`src/rtl/rc4_pkg.sv`:
```
// Shared types for the RC4 controller: phase encoding and S-RAM request bundle.
package rc4_pkg;
  localparam int S_ADDR_W = 8;
  localparam int S_DATA_W = 8;
  localparam int S_DEPTH  = 2**S_ADDR_W;

  typedef enum logic [2:0] {
    IDLE     = 3'd0,
    INIT     = 3'd1,
    KSA      = 3'd2,
    PRGA     = 3'd3,
    NEXT_KEY = 3'd4,
    DONE     = 3'd5
  } phase_t;

  typedef struct packed {
    logic [S_ADDR_W-1:0] addr;
    logic [S_DATA_W-1:0] wdata;
    logic                wren;
  } s_ram_req_t;
endpackage

```
`src/rtl/rc4_ram_mux.sv`:
```
// Single-port S-RAM arbiter: passes through the request of the engine owning the current phase.
module rc4_ram_mux
  import rc4_pkg::*;
(
  input  phase_t           phase,
  input  s_ram_req_t [2:0] req,    // [0] init, [1] ksa, [2] prga
  output s_ram_req_t       s_req
);
  always_comb begin
    s_req = '0;
    case (phase)
      INIT:    s_req = req[0];
      KSA:     s_req = req[1];
      PRGA:    s_req = req[2];
      default: s_req = '0;
    endcase
  end
endmodule

```
`src/rtl/rc4_phase_sequencer.sv`:
```
// RC4 top-level phase sequencer: init -> KSA -> PRGA with strobe handshakes and S-RAM arbitration.
// Optional key-search retry loop enabled by defining RC4_KEY_SEARCH_EN.
module rc4_phase_sequencer
  import rc4_pkg::*;
#(
  parameter int ADDR_W = S_ADDR_W,
  parameter int DATA_W = S_DATA_W,
  parameter int KEY_W  = 24
) (
  input  logic              clk,
  input  logic              rst,
  input  logic              start,
  input  logic [KEY_W-1:0]  key_in,
  input  logic              init_fin,
  input  logic              ksa_fin,
  input  logic              prga_fin,
  input  logic              prga_ok,
  input  logic [ADDR_W-1:0] init_addr,
  input  logic [DATA_W-1:0] init_wdata,
  input  logic              init_wren,
  input  logic [ADDR_W-1:0] ksa_addr,
  input  logic [DATA_W-1:0] ksa_wdata,
  input  logic              ksa_wren,
  input  logic [ADDR_W-1:0] prga_addr,
  input  logic [DATA_W-1:0] prga_wdata,
  input  logic              prga_wren,
  output logic              init_start,
  output logic              ksa_start,
  output logic              prga_start,
  output logic [ADDR_W-1:0] s_addr,
  output logic [DATA_W-1:0] s_wdata,
  output logic              s_wren,
  output logic [KEY_W-1:0]  key_out,
  output logic              busy,
  output logic              done,
  output logic              success
);
  phase_t           state, state_nxt;
  logic             accept;
  s_ram_req_t [2:0] req;
  s_ram_req_t       s_req;

  assign accept = (state == IDLE || state == DONE) && start;

`ifdef RC4_KEY_SEARCH_EN
  logic key_max;
  assign key_max = &key_out;
`endif

  always_comb begin
    state_nxt = state;
    case (state)
      IDLE, DONE: if (start)    state_nxt = INIT;
      INIT:       if (init_fin) state_nxt = KSA;
      KSA:        if (ksa_fin)  state_nxt = PRGA;
      PRGA: if (prga_fin) begin
`ifdef RC4_KEY_SEARCH_EN
        // Exhausted key space stops in DONE rather than wrapping to zero
        state_nxt = (prga_ok || key_max) ? DONE : NEXT_KEY;
`else
        state_nxt = DONE;
`endif
      end
`ifdef RC4_KEY_SEARCH_EN
      NEXT_KEY:   state_nxt = INIT;
`endif
      default:    state_nxt = IDLE;
    endcase
  end

  always_ff @(posedge clk) begin
    if (rst) begin
      state      <= IDLE;
      init_start <= 1'b0;
      ksa_start  <= 1'b0;
      prga_start <= 1'b0;
      key_out    <= '0;
      success    <= 1'b0;
    end else begin
      state      <= state_nxt;
      // One strobe per phase entry, aligned with the first cycle in that phase
      init_start <= (state_nxt == INIT) && (state != INIT);
      ksa_start  <= (state_nxt == KSA)  && (state != KSA);
      prga_start <= (state_nxt == PRGA) && (state != PRGA);
      if (accept) begin
        key_out <= key_in;
        success <= 1'b0;
      end
      if (state == PRGA && prga_fin) success <= prga_ok;
`ifdef RC4_KEY_SEARCH_EN
      if (state == NEXT_KEY) key_out <= key_out + KEY_W'(1);
`endif
    end
  end

  assign busy = (state == INIT) || (state == KSA) || (state == PRGA) || (state == NEXT_KEY);
  assign done = (state == DONE);

  assign req[0] = '{addr: init_addr, wdata: init_wdata, wren: init_wren};
  assign req[1] = '{addr: ksa_addr,  wdata: ksa_wdata,  wren: ksa_wren};
  assign req[2] = '{addr: prga_addr, wdata: prga_wdata, wren: prga_wren};

  rc4_ram_mux u_ram_mux (
    .phase (state),
    .req   (req),
    .s_req (s_req)
  );

  assign s_addr  = s_req.addr;
  assign s_wdata = s_req.wdata;
  assign s_wren  = s_req.wren;
endmodule
```
`config.mk`:
```
export PLATFORM = sky130hd
export DESIGN_NAME = rc4_phase_sequencer
export DESIGN_NICKNAME = d
export VERILOG_FILES = /design/src/rtl/rc4_pkg.sv /design/src/rtl/rc4_ram_mux.sv /design/src/rtl/rc4_phase_sequencer.sv
export SDC_FILE = /design/constraint.sdc
export NUM_CORES = 1
export LEC_CHECK = 0
export CAP_MARGIN = 20
export CORE_ASPECT_RATIO = 0.5
export CORE_MARGIN = 5
export CORE_UTILIZATION = 37
export CTS_BUF_LIST = sky130_fd_sc_hd__clkbuf_4 sky130_fd_sc_hd__clkbuf_8
export DETAILED_ROUTE_END_ITERATION = 8
export PLACE_DENSITY = 0.83
export SLEW_MARGIN = 5
export SYNTH_ARGS = -nofsm -noshare
export SYNTH_HDL_FRONTEND = slang
export SYNTH_HIERARCHICAL = 1
export SYNTH_SLANG_ARGS = --single-unit
```
`constraint.sdc`:
```
create_clock -name clk -period 1.8 [get_ports clk]
set_clock_uncertainty 0.15 [all_clocks]
set_input_delay 0.36 -clock clk [delete_from_list [all_inputs] [get_ports clk]]
set_output_delay 0.36 -clock clk [all_outputs]
set_load 0.02 [all_outputs]
```
Yosys cells after proc, flatten, opt, wreduce, memory -nomap -nowiden:

Index checks and enable logic that the tools add are counted.

* register bits after elaboration: 31
* latch bits: 0
* bits in writable memories: 0
* bits in read-only memories: 0
* input bits: 82
* logic and storage cells: 37
* memories: 0

* add/subtract/negate cells: 0
* multiply operators: 0
* div/mod/pow operators: 0
* order comparisons: 0
* equality and inequality tests: 11
* shift operators: 0
* multiplexer cells: 8
* bitwise gates (word level): 0
* reductions and logical operators: 12

Operator list (count)
* 17-bit case mux with 3 select lines: 1
* 3-bit by 2-bit equality test with 1-bit output (second input constant): 4
* 3-bit 2-to-1 mux: 4
* 3-bit case mux with 4 select lines: 1
* 3-bit by 1-bit equality test with 1-bit output (second input constant): 2
* 3-bit equality test (second input constant): 2
* 3-bit by 2-bit inequality test with 1-bit output (second input constant): 2
* 1-bit logical AND: 5
* 1-bit logical OR: 4
* 3-bit logical NOT: 1
* 3-bit by 1-bit inequality test with 1-bit output (second input constant): 1
* 1-bit 2-to-1 mux: 2
* 2-bit nonzero test: 1
* 2-bit OR reduction: 1

Longest topological paths before layout:

Gate-level depths: netlist of the first run.

* depth after elaboration: 5
* depth in mapped cells: 6

Modules after synthesis:

The synthesis of the first run kept the hierarchy.

Modules (own cells, without submodules)
* rc4_phase_sequencer: instances 1, cells each 145, area an instance 1488.9 um^2, sequential area each 620.6 um^2
* rc4_ram_mux: instances 1, cells each 61, area an instance 461.7 um^2, sequential area each 0.0 um^2

Least setup slack after synthesis of the first run:

No wires, ideal clock.

* kind: register -> output
* start point: register state[1]
* end point: output s_addr[0]
* data arrival time: 1375 ps
* data required time: 1290 ps
* slack: -85 ps
* cell stages (with the launch flop): 5
* buffers on the path: 2
* path through: dfxtp_1 > buf_6 > buf_2 > a21oi_1 > a211oi_1

* word-level cells in the longest chain between the ends: 2

RTL lines
* from (decl): line rc4_phase_sequencer.sv:38 `phase_t state, state_nxt;`
* from (signal assigned): line rc4_phase_sequencer.sv:80 `state <= state_nxt;`
* 3-bit by 2-bit equality test with 1-bit output or 3-bit by 1-bit equality test with 1-bit output (tied branches): line rc4_ram_mux.sv:11 `case (phase)`
* 17-bit case mux with 3 select lines (*): line rc4_ram_mux.sv:11
* to (decl): line rc4_phase_sequencer.sv:30 `output logic [ADDR_W-1:0] s_addr,`

Every way passes the cells marked *; elsewhere a longest branch is shown, timed or not.

Worst setup path after layout of the first run:

* start point: register state[1]
* end point: output s_addr[3]

Same word-level chain as after synthesis.

==> results of run 1 <==
==> how the worst min path moves through the flow <==
stage	cells past startpoint	to
2_1_floorplan	2	key_out[0]
3_3_place_gp	2	key_out[1]
3_5_place_dp	2	key_out[16]
4_1_cts	2	key_out[16]
5_1_grt	2	key_out[5]
6_report	2	key_out[13]
==> routing by layer <==
metal  GRT usage [%]  share of wire, %
met4           4.795              0.91
met5               0                 0
met2           32.74                49
met3           4.612               7.4
met1           20.45                42
==> repair_timing <==
item,in CTS,in global routing
resized for setup,96,7
endpoints found under the setup margin,19,20
hold buffers,0,0
pin swaps,0,8
setup buffers,0,0
gates cloned,0,2
==> worst register-to-register path, stage by stage, from the launching register on <==
cell,delay (ns)
dfxtp_4,0.41
clkbuf_16,0.17
buf_6,0.14
and4bb_2,0.25
a221o_1,0.32
nor3b_2,0.17
==> Yosys cell counts (2+ instances only) <==
master | count | area, sq um
nand2b_1 | 49 | 306.5
mux2i_1 | 42 | 420.4
dfxtp_1 | 31 | 620.6
a21oi_1 | 18 | 90.09
a211oi_1 | 17 | 127.6
clkbuf_1 | 7 | 26.28
buf_6 | 5 | 56.30
nor2_1 | 5 | 18.77
buf_2 | 4 | 20.02
inv_1 | 4 | 15.01
buf_12 | 3 | 60.06
and3b_2 | 2 | 20.02
nor3_1 | 2 | 10.01
nor3b_2 | 2 | 25.02
==> cell type report <==
class / count / area (sq um)
fillers: 404 / 1521
repair buffers: 143 / 1436
multi-input cells: 149 / 1247
flip-flops and latches: 31 / 625.6
well taps: 70 / 87.58
clock buffers: 7 / 83.83
inverters: 4 / 15.01
clock inverters: 1 / 5.005
==> cells by family (layout without fill, tap and decap cells) <==
kind of cell    after synthesis  in the layout  share of synthesized area [%]
simple gates                 63             63                          20.97
flops                        31             31                          31.82
buf+inv                      26            155                          10.33
compound gates               42             42                          14.43
mux                          42             42                          21.55
xor+xnor                      2              2                         0.8982
==> sequential cells by signal (all words and copies together) (netlist names) <==
| signal | cells |
|---|---|
| ksa_start | 1 |
| prga_start | 1 |
| state | 3 |
| key_out | 24 |
| success | 1 |
| init_start | 1 |
==> power groups by stage <==
stage	registers, W	clock network [W]	logic, W
final	0.000773	0.000546	0.000932
after global routing	0.000780	0.000588	0.000987
after CTS	0.000771	0.000562	0.000911
after detailed placement	0.000785	0	0.000926
after global placement	0.000782	0	0.000909
after floorplan	0.000838	0	0.000441
==> placed cells by master (no fill, tap or decap), drive strengths merged <==
master	synthesis	layout
clkdlybuf4s50	0	109
nand2b	49	49
mux2i	42	42
buf	14	32
dfxtp	31	31
a211oi	18	18
a21oi	18	18
clkbuf	8	9
nor2	5	5
inv	4	4
nor3	2	2
and3b	2	2
nor3b	2	2
xnor2	1	1
xor2	1	1
and4bb	1	1
a221o	1	1
o22a	1	1
a21boi	1	1
o21ai	1	1
o211a	1	1
nand4b	1	1
nand3b	1	1
o32ai	1	1
clkinv	0	1
==> through the flow <==
stage               instance area (sq um)  worst slack [ns]  hold slack (ns)  cells  TNS [ns]
floorplan                            2036           0.08995           0.3653    206         0
global placement                     3374           -0.5042           0.3085    395    -7.989
detailed placement                   3374           -0.5156           0.3122    395    -8.530
CTS                                  3422          -0.07732           0.3251    403   -0.6713
global route                         3501           -0.1225           0.3546    405    -1.771
finish                               3501          -0.08030           0.3195    405   -0.8121
==> results.md, run 1 <==
Cells and area:
- The synthesis-to-finish area growth is 79.47%.
- 0 antenna diodes ended up in the layout.
- In the final layout, the share of cells above drive strength 1 is 21.79%.
- After the last flow step, the layout net total stands at 416.
- Measured on the finished design, the core utilization comes to 69.71%.

Route:
- Using the TritonRoute via totals, the vias-per-cell ratio works out to 4.869.
- Summed over all layers, the routed wires come to 6481 microns.
- In the final routed layout, each cell accounts on average for 16.00 microns.
- In the routed design, unresolved DRC markers number 0.
- The number of iterations in the first detailed-routing pass is 4.
- The routed via count is 1972.
- The number of antenna-violating nets in the routed design is 0.
- The starting DRC count in detailed routing is 116.

Global routing:
- The number of antenna violations at the first check in global routing is 0.
- The aggregate global-route resource usage is 17.48%.
- The total global routing overflow is 0.
- Entering global routing, the biggest net connects 45 pins.
- The global-route wire length before repair is 9604 microns.
- The number of global-route vias before repair is 1978.

Setup path:
- On the critical path, the stage with the largest delay is an instance of dfxtp_4.
- The delay of the slowest cell on the worst path is 0.41 ns.
- The arrival time reported for the critical path endpoint is 1.37 ns.
- The worst setup path is captured at an output pin.
- Broken down by cell family, the worst path's largest delay share belongs to flip-flops.
- The launch point of the critical path is state[1].
- The signal on the critical path passes through buf_12 -> mux2i_1 -> a211oi_2 -> buf_4.
- The depth of the worst register-to-register path is 5.
- The launch instance of the worst register-to-register path is state[1].
- Along the worst path, the maximum fanout reaches 9.
- The critical path contains buffers and inverters numbering 2 combined.
- The class of the most critical setup path is register to output pin.
- The endpoint of the worst register-to-register path is ksa_start.
- The worst setup path is launched from a register.
- The critical path runs through a total of 4 cells.
- At the worst endpoint, the required time is 1.29 ns.
- The minimum setup slack among reg-to-reg paths is 0.07 ns.
- The end point of the critical path is s_addr[3].

CTS:
- The root buffer cell is clkbuf_8.
- In this run, CTS created clock tree buffers numbering 5.
- CTS built an H-tree with a depth of 2.
- The insertion delay to the later sink of the worst-skew pair is 0.27 ns.
- The clock net in this run drives a total of 31 sinks.
- The clock passes through at most 2 buffers.
- TritonCTS built the clock tree.
- Clock-pin slew was measured on the worst setup and hold paths at 0.06 ns.

STA:
- Setup repair after global routing could not meet its margin everywhere.
- The fraction of the cycle the final worst path needs is 104.5%.
- Across all setup checks in the final design, the least slack found is -0.08030 ns.
- The max-slew headroom at the worst pin is 79.61%.
- The highest clock frequency the design can meet is 531.8 MHz.
- The pin slew with the least headroom to its limit is 0.3037 ns.
- The final count of pins violating max slew was 0.
- The hold violation total from the final report was 0.
- Subtracting the final worst setup slack from the clock period gives 1.880 ns.
- The final setup violation count is 17.

Floorplan:
- The die is 112.7 microns wide.
- For this configuration, the core starts out at a cell density of 38.84%.
- The core region is 0.005022 sq mm.
- The die is 61.34 microns tall.
- The row count is 18.
- The area enclosed by the die boundary is 0.006912 sq mm.
- 129 I/O pins were placed.

Power:
- Net switching is 30.60% of the power.
- In this run the power spent charging and discharging nets is 0.0006885 W.
- The largest vdd supply drop is 0.3835 mV.
- The internal power of the cells is 0.001562 W.
- The combinational share of power is 41.4%.
- Of the total power, registers draw 34.3%.
- In this run, the clock network consumes 24.3% of the power.
- For this design the ratio of total power to cell area is 642.8 mW/mm^2.
- Summed over all cells, the static leakage comes to 1.317 nW.
- The sum of internal, switching and leakage power is 0.002250 W.

Synthesis:
- The number of unique standard cell types used by synthesis is 29.
- The cell count after synthesis is 206.
- The post-synth design cell area is 0.001951 sq mm.
- Counting every net in the synthesized netlist gives 288.
- The part of the Yosys area used for sequential elements is 31.82%.
- The number of flops mapped to enable cells by yosys is 0.
- Among all flip-flop cells after synthesis, the most frequent one is dfxtp_1.
- The share of synthesized flip-flops with an asynchronous set or reset is 0%.
- Synthesis inferred 31 register bits.
- A synthesized cell averages 9.469 sq um.
- The Yosys step of the flow raised 6 warnings.

Placement:
- Detailed placement ended at an HPWL of 4952 microns.
- The global placer's final weighted congestion is 0.8225.
- The count of input and output buffers is 128.

Status:
- The flow ran to the end, but the final reports show violations.
- The final reports fail on setup timing.

Flow run:
- The reported max-cap violation count is 0.

Hold path:
- The path category of the worst min-delay check is register to register.
- The source of the worst hold timing path is key_out[13].
Note: power is estimated with default switching activity, not from simulation.
==> run 2: changes to the inputs <==
--- a/config.mk
+++ b/config.mk
@@ -11,6 +11,7 @@
 export CORE_UTILIZATION = 37
 export CTS_BUF_LIST = sky130_fd_sc_hd__clkbuf_4 sky130_fd_sc_hd__clkbuf_8
 export DETAILED_ROUTE_END_ITERATION = 8
+export HOLD_SLACK_MARGIN = 0.08
 export PLACE_DENSITY = 0.83
 export SLEW_MARGIN = 5
 export SYNTH_ARGS = -nofsm -noshare
==> results of run 2 <==
No change in the layout: final DEF, timing and power equal those of run 1.
